===== src/rtl/forthsuper_pkg.sv =====
// Shared types and opcode helpers for the threaded-code fetch stage.
package forthsuper_pkg;

  typedef enum logic [3:0] {
    S_IDLE, S_FETCH, S_WAIT, S_DECODE, S_ADR1, S_ADR2, S_DISP, S_DONE, S_ERR
  } fetch_sts;

  localparam logic [7:0] OP_EXIT  = 8'h00;
  localparam logic [7:0] OP_LIT   = 8'h01;
  localparam logic [7:0] OP_LIT2  = 8'h02;
  localparam int         CALL_BIT = 7;

  // Total encoded length of an instruction, opcode byte included.
  function automatic logic [1:0] op_len(input logic [7:0] op);
    if (op[CALL_BIT])      return 2'd3;
    else if (op == OP_LIT)  return 2'd2;
    else if (op == OP_LIT2) return 2'd3;
    else                    return 2'd1;
  endfunction

endpackage


===== src/rtl/ret_stack.sv =====
// Return-address LIFO; tos is the most recently pushed entry.
module ret_stack #(
  parameter int ASZ      = 17,
  parameter int RS_DEPTH = 8
) (
  input  logic           clk,
  input  logic           rst,
  input  logic           push,
  input  logic           pop,
  input  logic [ASZ-1:0] din,
  output logic [ASZ-1:0] tos,
  output logic           full,
  output logic           empty
);
  localparam int PW = $clog2(RS_DEPTH) + 1;

  logic [ASZ-1:0] mem [RS_DEPTH];
  logic [PW-1:0]  sp;
  logic [PW-2:0]  tidx;

  assign tidx  = sp[PW-2:0] - 1'b1;
  assign tos   = mem[tidx];
  assign full  = (sp == PW'(RS_DEPTH));
  assign empty = (sp == '0);

  always_ff @(posedge clk or negedge rst) begin
    if (!rst)      sp <= '0;
    else if (push) sp <= sp + 1'b1;
    else if (pop)  sp <= sp - 1'b1;
  end

  always_ff @(posedge clk) begin
    if (push) mem[sp[PW-2:0]] <= din;
  end

endmodule


===== src/rtl/op_fetch.sv =====
// Threaded-code fetch/dispatch: walks colon bodies, follows CALL/EXIT via a
// private return stack and hands primitives to the inner interpreter.
module op_fetch
  import forthsuper_pkg::*;
#(
  parameter int DSZ      = 8,
  parameter int ASZ      = 17,
  parameter int RS_DEPTH = 8
) (
  input  logic           clk,
  input  logic           rst,
  input  logic           start,
  input  logic [ASZ-1:0] ip0,
  output logic [ASZ-1:0] mem_a,
  output logic           mem_re,
  input  logic [DSZ-1:0] mem_d,
  output logic           ex_en,
  output logic [DSZ-1:0] ex_op,
  output logic [ASZ-1:0] ex_pfa,
  input  logic           ex_bsy,
  output logic           busy,
  output logic           done,
  output logic           err
);

  fetch_sts       state, nxt;
  logic [ASZ-1:0] ip, mem_a_q, mem_a_c, rs_tos, target;
  logic [DSZ-1:0] op, hi;
  logic           first, mem_re_c, rs_push, rs_pop, rs_full, rs_empty;

  assign target = ASZ'({op[0], hi, mem_d});
  assign mem_a  = mem_a_c;
  assign mem_re = mem_re_c;
  assign done   = (state == S_DONE);

  ret_stack #(.ASZ(ASZ), .RS_DEPTH(RS_DEPTH)) u_rs (
    .clk(clk), .rst(rst), .push(rs_push), .pop(rs_pop),
    .din(ip + ASZ'(3)), .tos(rs_tos), .full(rs_full), .empty(rs_empty)
  );

  always_comb begin
    nxt      = state;
    mem_re_c = 1'b0;
    mem_a_c  = mem_a_q;
    rs_push  = 1'b0;
    rs_pop   = 1'b0;
    case (state)
      S_IDLE:   if (start) nxt = S_FETCH;
      S_FETCH:  begin mem_re_c = 1'b1; mem_a_c = ip; nxt = S_WAIT; end
      S_WAIT:   nxt = S_DECODE;
      S_DECODE: begin
        if (op == OP_EXIT) begin
          if (rs_empty) nxt = S_DONE;
          else begin rs_pop = 1'b1; nxt = S_FETCH; end
        end else if (op[CALL_BIT]) begin
          mem_re_c = 1'b1; mem_a_c = ip + ASZ'(1); nxt = S_ADR1;
        end else nxt = S_DISP;
      end
      S_ADR1:   begin mem_re_c = 1'b1; mem_a_c = ip + ASZ'(2); nxt = S_ADR2; end
      S_ADR2: begin
        if (rs_full) nxt = S_ERR;
        else begin rs_push = 1'b1; nxt = S_FETCH; end
      end
      // The interpreter may not have raised ex_bsy yet on the first cycle.
      S_DISP:   if (!first && !ex_bsy) nxt = S_FETCH;
      S_DONE:   nxt = S_IDLE;
      S_ERR:    nxt = S_IDLE;
      default:  nxt = S_IDLE;
    endcase
  end

  always_ff @(posedge clk or negedge rst) begin
    if (!rst) begin
      state   <= S_IDLE;
      ip      <= '0;
      op      <= '0;
      hi      <= '0;
      mem_a_q <= '0;
      first   <= 1'b0;
      ex_en   <= 1'b0;
      ex_op   <= '0;
      ex_pfa  <= '0;
      busy    <= 1'b0;
      err     <= 1'b0;
    end else begin
      state   <= nxt;
      mem_a_q <= mem_a_c;
      case (state)
        S_IDLE: if (start) begin
          ip   <= ip0;
          err  <= 1'b0;
          busy <= 1'b1;
        end
        S_WAIT: op <= mem_d;
        S_DECODE: begin
          if (op == OP_EXIT) begin
            if (!rs_empty) ip <= rs_tos;
          end else if (!op[CALL_BIT]) begin
            ex_op  <= op;
            ex_pfa <= ip + ASZ'(1);
            ex_en  <= 1'b1;
            first  <= 1'b1;
          end
        end
        S_ADR1: hi <= mem_d;
        S_ADR2: begin
          if (rs_full) err <= 1'b1;
          else         ip  <= target;
        end
        S_DISP: begin
          first <= 1'b0;
          if (!first && !ex_bsy) begin
            ex_en <= 1'b0;
            ip    <= ip + ASZ'(op_len(op[7:0]));
          end
        end
        S_DONE, S_ERR: busy <= 1'b0;
        default: ;
      endcase
    end
  end

endmodule


===== config.mk =====
export PLATFORM = sky130hd
export DESIGN_NAME = op_fetch
export DESIGN_NICKNAME = d
export VERILOG_FILES = /design/src/rtl/forthsuper_pkg.sv /design/src/rtl/ret_stack.sv /design/src/rtl/op_fetch.sv
export SDC_FILE = /design/constraint.sdc
export NUM_CORES = 1
export LEC_CHECK = 0
export ABC_AREA = 0
export CORE_MARGIN = 2
export CORE_UTILIZATION = 55
export CTS_BUF_LIST = sky130_fd_sc_hd__clkbuf_4 sky130_fd_sc_hd__clkbuf_8
export CTS_CLUSTER_DIAMETER = 50
export CTS_CLUSTER_SIZE = 30
export DETAILED_ROUTE_END_ITERATION = 10
export DONT_BUFFER_PORTS = 1
export PLACE_DENSITY = 0.8
export SYNTH_ARGS = -nofsm -noshare
export SYNTH_HDL_FRONTEND = slang
export SYNTH_SLANG_ARGS = --single-unit
export TNS_END_PERCENT = 100

===== constraint.sdc =====
create_clock -name clk -period 3.6 [get_ports clk]
set_input_delay 0.18 -clock clk [delete_from_list [all_inputs] [get_ports clk]]
set_output_delay 0.18 -clock clk [all_outputs]
set_load 0.02 [all_outputs]

Word-level counts from Yosys, hierarchy flattened
Memories as Yosys holds them, arrays and structs flattened.
Index checks and enable logic that the tools add are counted.
{"block": "op_classes", "n_addsub": 7, "multipliers": 0, "div_mod_pow": 0, "magnitude_cmp": 0, "eq_ne": 19, "shift": 0, "mux": 43, "bitwise_logic": 2, "reduce_logical": 20}
{"cell": "$mux 17", "n": 7}
{"cell": "$pmux 17 s4", "n": 1}
{"cell": "$pmux 17 s3", "n": 1}
{"cell": "$add 17x2->17 const B", "n": 2}
{"cell": "$pmux 4 s7", "n": 1}
{"cell": "$mux 4", "n": 6}
{"cell": "$add 17x1->17 const B", "n": 1}
{"cell": "$add 17x2->17", "n": 1}
{"cell": "$eq 4x3->1 const B", "n": 4}
{"cell": "$ne 2x2->1 const B", "n": 8}
{"cell": "$mux 1", "n": 15}
{"cell": "$mux 2", "n": 6}
{"cell": "$pmux 1 s2", "n": 5}
{"cell": "$reduce_and 3->1", "n": 3}
{"cell": "$eq 4x2->1 const B", "n": 2}
{"cell": "$eq 4x4->1 const B", "n": 2}
{"cell": "$eq 8x1->1 const B", "n": 1}
{"cell": "$eq 8x2->1 const B", "n": 1}
{"cell": "$logic_not 4->1", "n": 2}
{"cell": "$logic_not 8->1", "n": 1}
{"cell": "$reduce_bool 2->1", "n": 4}
{"cell": "$reduce_and 6->1", "n": 1}
{"cell": "$add 4x1->4 const B", "n": 1}
{"cell": "$eq 4x1->1 const B", "n": 1}
{"cell": "other kinds (10)", "n": 14}
{"block": "word_totals", "ff_bits": 86, "latchBits": 0, "mem_bits_rw": 136, "rom_bits": 0, "input_bits": 29, "elab_cells": 104, "n_memories": 1}
{"name": "u_rs.mem", "depth": 8, "word_bits": 17, "rd": 1, "rd_ports_with_merged_regs": 0, "wr": 1, "line": "ret_stack.sv:17", "rtl": "logic [ASZ-1:0] mem [RS_DEPTH];"}

Logic depth before layout (Yosys ltp)
{"block": "depth", "depth_word": 9, "depth_mapped": 13, "depth_no_buf": 12}

Cells and area by module
From an unflattened synthesis, not the netlist that was laid out.
{"block": "unflattened", "hier_cells": 867, "area_unflattened_um2": 11164.5}
{"module": "op_fetch", "instances": 1, "cells_each": 628, "area_each_um2": 5615.4, "seq_area_each_um2": 2052.0}
{"module": "ret_stack", "instances": 1, "cells_each": 239, "area_each_um2": 5549.1, "seq_area_each_um2": 4184.0}

Worst setup path after synthesis
OpenSTA, ideal clock, no wires.
{"block": "synth_path", "path_type": "reg-to-reg", "from": "register u_rs.sp[0]", "to": "memory u_rs.mem[0][0], enable pin", "setup_time_ns": 0.435, "t_arrival_ns": 3.461, "setup_slack_ns": -0.296, "stages_incl_launch_ff": 8, "synth_period_minus_slack_ns": 3.896, "cell_sequence": "dfrtp_1 buf_2 buf_1 inv_2 ha_1 nand3b_1 nand2_1 nor4_1"}
{"block": "synth_between", "elab_chain_len": 5}
{"item": "start: declaration", "line": "ret_stack.sv:18", "rtl": "logic [PW-1:0] sp;"}
{"item": "start signal: assignment", "line": "ret_stack.sv:28", "rtl": "else if (push) sp <= sp + 1'b1;"}
{"item": "start signal: assignment", "line": "ret_stack.sv:29", "rtl": "else if (pop) sp <= sp - 1'b1;"}
{"item": "$eq 4x4->1", "line": "ret_stack.sv:23", "rtl": "assign full = (sp == PW'(RS_DEPTH));"}
{"item": "$mux 1", "line": "op_fetch.sv:61", "rtl": "if (rs_full) nxt = S_ERR;"}
{"item": "$mux 1", "line": "op_fetch.sv:47", "rtl": "case (state)"}
{"item": "$mux 1", "line": "ret_stack.sv:33", "rtl": "if (push) mem[sp[PW-2:0]] <= din;"}
{"item": "$mux 1 (not written as such)", "line": "ret_stack.sv:33"}
{"item": "end: declaration", "line": "ret_stack.sv:17"}
Several ways; a longest one is shown, not always the timed one.

Worst setup path after layout
{"block": "layout_path", "from": "register ip[10]", "to": "output port mem_a[15]"}
{"block": "layout_between", "elab_chain_len": 4, "elab_cells_between_ends": 5, "classes_between": "2 x add/sub; 3 x mux"}
{"item": "start: declaration", "line": "op_fetch.sv:27", "rtl": "logic [ASZ-1:0] ip, mem_a_q, mem_a_c, rs_tos, target;"}
{"item": "start signal: assignment", "line": "op_fetch.sv:90", "rtl": "ip <= ip0;"}
{"item": "start signal: assignment", "line": "op_fetch.sv:97", "rtl": "if (!rs_empty) ip <= rs_tos;"}
{"item": "start signal: assignment", "line": "op_fetch.sv:108", "rtl": "else ip <= target;"}
{"item": "$add 17x1->17", "line": "op_fetch.sv:56", "rtl": "mem_re_c = 1'b1; mem_a_c = ip + ASZ'(1); nxt = S_ADR1;"}
{"item": "$mux 17", "line": "op_fetch.sv:55", "rtl": "end else if (op[CALL_BIT]) begin"}
{"item": "$mux 17", "line": "op_fetch.sv:52", "rtl": "if (op == OP_EXIT) begin"}
{"item": "$pmux 17 s3 (*)", "line": "op_fetch.sv:47"}
{"item": "end: declaration", "line": "op_fetch.sv:14", "rtl": "output logic [ASZ-1:0] mem_a,"}
Mark *: on every way between the ends. The rest lies on a longest branch, timed or not.

==> impl_metrics.ini <==
[drt]
wl_per_cell_um = 24.0
vias = 7113
drc_errors = 0
drt-total-wl_um = 25900
vias_per_cell = 6.60
antenna_left = 0
drt_first_pass_iters = 8
drt_iter0_drc = 987

[clocking]
cts_tree = yes
cts_resized = 0
clockBufferDepth = 3
cts_setup_buffers = 0
clk_latency_ns = 0.55
ctsHtreeMaxLevel = 1
clock-sinks = 222
clk_pin_slew_ns = 0.09
cts_buffers = 21
root_buffer = clkbuf_8

[yosys]
syn_area_mm2 = 0.0104
yosys_warnings = 0
synth-edff-count = 136
ys_types = 68
syn_inst = 808
synthArstFlopShare = 0.387
ys_ff_latch = 222
postSynthAreaPerCell_um2 = 12.9
ys_seq_area_frac = 0.599
synth_ff_type = edfxtp_1
syn_nets = 848

[layout]
mostFrequentLayoutCell = edfxtp_1
finish.net_count = 869
layout_common_cells = 136 x edfxtp_1, 88 x nand2_1, 86 x dfrtp_1
fillers = 1364
layout-drive-gt1-share = 0.166
area_delta_synth_final_pct = 10.8

[global_route]
grt_pass1_vias = 6918
antenna_found_initial = 2
grt-ovfl-total = 0
grt_max_degree = 87
grt_usage = 0.262
grt_pass1_wl_um = 40300

[floorplan]
initial_core_util = 0.559
die-area_mm2 = 0.0201
ioPinCount = 76
coreArea_mm2 = 0.0186
die_w_um = 142
rows = 50
die_h_um = 142

[power_and_ir_drop]
combPwrFrac = 0.439
vdd_ir_drop_max_mv = 0.526
p_int_uw = 6350
leakagePower_uw = 0.00416
pwr_density_cell_mw_per_mm2 = 964
p_seq_frac = 0.394
finalPower_uw = 11100
switchingPower_uw = 4770
netSwitchingFraction = 0.429
clkPwrFrac = 0.167

[timing]
max_freq_ghz = 0.316
setup_tns_ns = 0
fin_crit_ns = 3.17
rsz0062_at_grt = false
fin_crit_sh = 0.880
clock_skew_ns = 0.0265
relSlewSlack = 0.261
slew_violations = 0
finalSetupViolations = 0
worst_pin_slew_ns = 1.11
final_hold_viol_count = 0

[critical_path]
timing.rr.start = op[5]
cp_data_arrival_time_ns = 2.99
crit_fanout = 10
r2r_slack_ns = 0.46
rr_endpoint = ip[16]
cp-start-kind = flop
required_ns = 3.42
critPathLaunch = ip[10]
worstSetupPathType = flop to output port
reg2regPathDepth = 11
endpoint_kind = output port

[hold_path]
hold_end = state[0]
min_path_cells = 4
hp-class = input port to flop
min_from = start

[placement]
gp_congestion = 0.975
dp_hpwl_um = 17400
port_buffers = 0

[job]
drv_cap = 0

[status]
status = completed
repair_timing:
action / CTS / global route
hold buffers: 28 / 0
endpoints found under the hold margin: 121 / 0
setup endpoints to repair: 0 / 0
registers in the layout, indices dropped and copies added (netlist names), 4 cells and up:
| name | flops |
|---|---|
| op | 8 |
| u_rs.mem | 136 |
| state | 4 |
| hi | 8 |
| u_rs.sp | 4 |
| ex_op | 7 |
| ex_pfa | 17 |
| ip | 17 |
| mem_a_q | 17 |
cells by family after synthesis:
| logic type | synth area share |
|---|---|
| other cells | 0.000360 |
| flops | 0.599 |
| simple gates | 0.105 |
| compound gates | 0.0950 |
| mux | 0.111 |
| buf+inv | 0.0301 |
| fa+ha+maj | 0.0147 |
| xor+xnor | 0.0453 |
how the worst max path moves through the flow:
| stage | endpoint | depth (start not counted) |
|---|---|---|
| detailed placement | ip[16] | 11 |
| global route | ip[16] | 11 |
| floorplan | u_rs.mem[2][0] | 7 |
| CTS | ip[16] | 11 |
| finish | mem_a[15] | 6 |
| global placement | ip[16] | 11 |
cells in the mapped netlist, types with 8 or more instances:
library cell	instances	area [um2]
edfxtp_1	136	4080
nand4_1	8	50.1
xor2_1	22	193
a221oi_1	9	78.8
o21ai_0	35	175
a21oi_1	40	200
nand2_1	88	330
o21ai_1	10	50.1
nand3_1	13	65.1
nor3_1	23	115
xnor2_1	30	263
mux2i_1	14	140
nor2_1	58	218
inv_1	12	45.0
mux2_2	22	248
buf_2	17	85.1
clkbuf_1	27	101
dfrtp_1	86	2150
ha_1	9	113
mux4_2	34	766
worst max-delay path, cell delays in order (launching register included):
cell	delay (ns)
dfrtp_1	0.64
nand4_1	0.30
or3b_2	0.59
nor3_1	0.29
xnor2_1	0.19
o22ai_1	0.11
o22a_1	0.32
power by group through the flow:
stage / clock (uW) / sequential [uW] / combinational [uW]
floorplan: 0 / 3990 / 3910
global placement: 0 / 4390 / 4640
detailed placement: 0 / 4410 / 4760
CTS: 1890 / 4360 / 4840
global route: 1980 / 4450 / 5270
finish: 1850 / 4390 / 4880
through the flow:
| stage | hold WS, ns | setup slack [ns] | area, um2 | cells | utilization |
|---|---|---|---|---|---|
| global placement | -0.111 | 0.594 | 10700 | 1012 | 0.574 |
| finish | 0.0221 | 0.434 | 11500 | 1077 | 0.619 |
| floorplan | -0.116 | 0.111 | 10400 | 808 | - |
| CTS | 0.00322 | 0.490 | 11500 | 1075 | 0.619 |
| global route | 0.0438 | 0.288 | 11500 | 1077 | 0.619 |
| detailed placement | -0.111 | 0.491 | 10700 | 1012 | 0.574 |
layout make-up:
type,count,area [um2],area share
diodes,2,5.00,0.000434
clock buffers,21,289,0.0250
clock inverters,14,246,0.0214
inverters,13,48.8,0.00423
multi-input cells,518,3930,0.340
flip-flops and latches,222,6240,0.540
well taps,234,293,0.0254
repair buffers,53,498,0.0431
per-layer routing:
metal | up-vias | part of all wire | GRT usage
met3 | 110 | 0.088 | 0.0452
met2 | 401 | 0.47 | 0.413
met1 | 3534 | 0.39 | 0.354
li1 | 3068 | - | -
met4 | 0 | 0.054 | 0.133
met5 | - | 0 | 0
(Power assumes the default switching activity.)
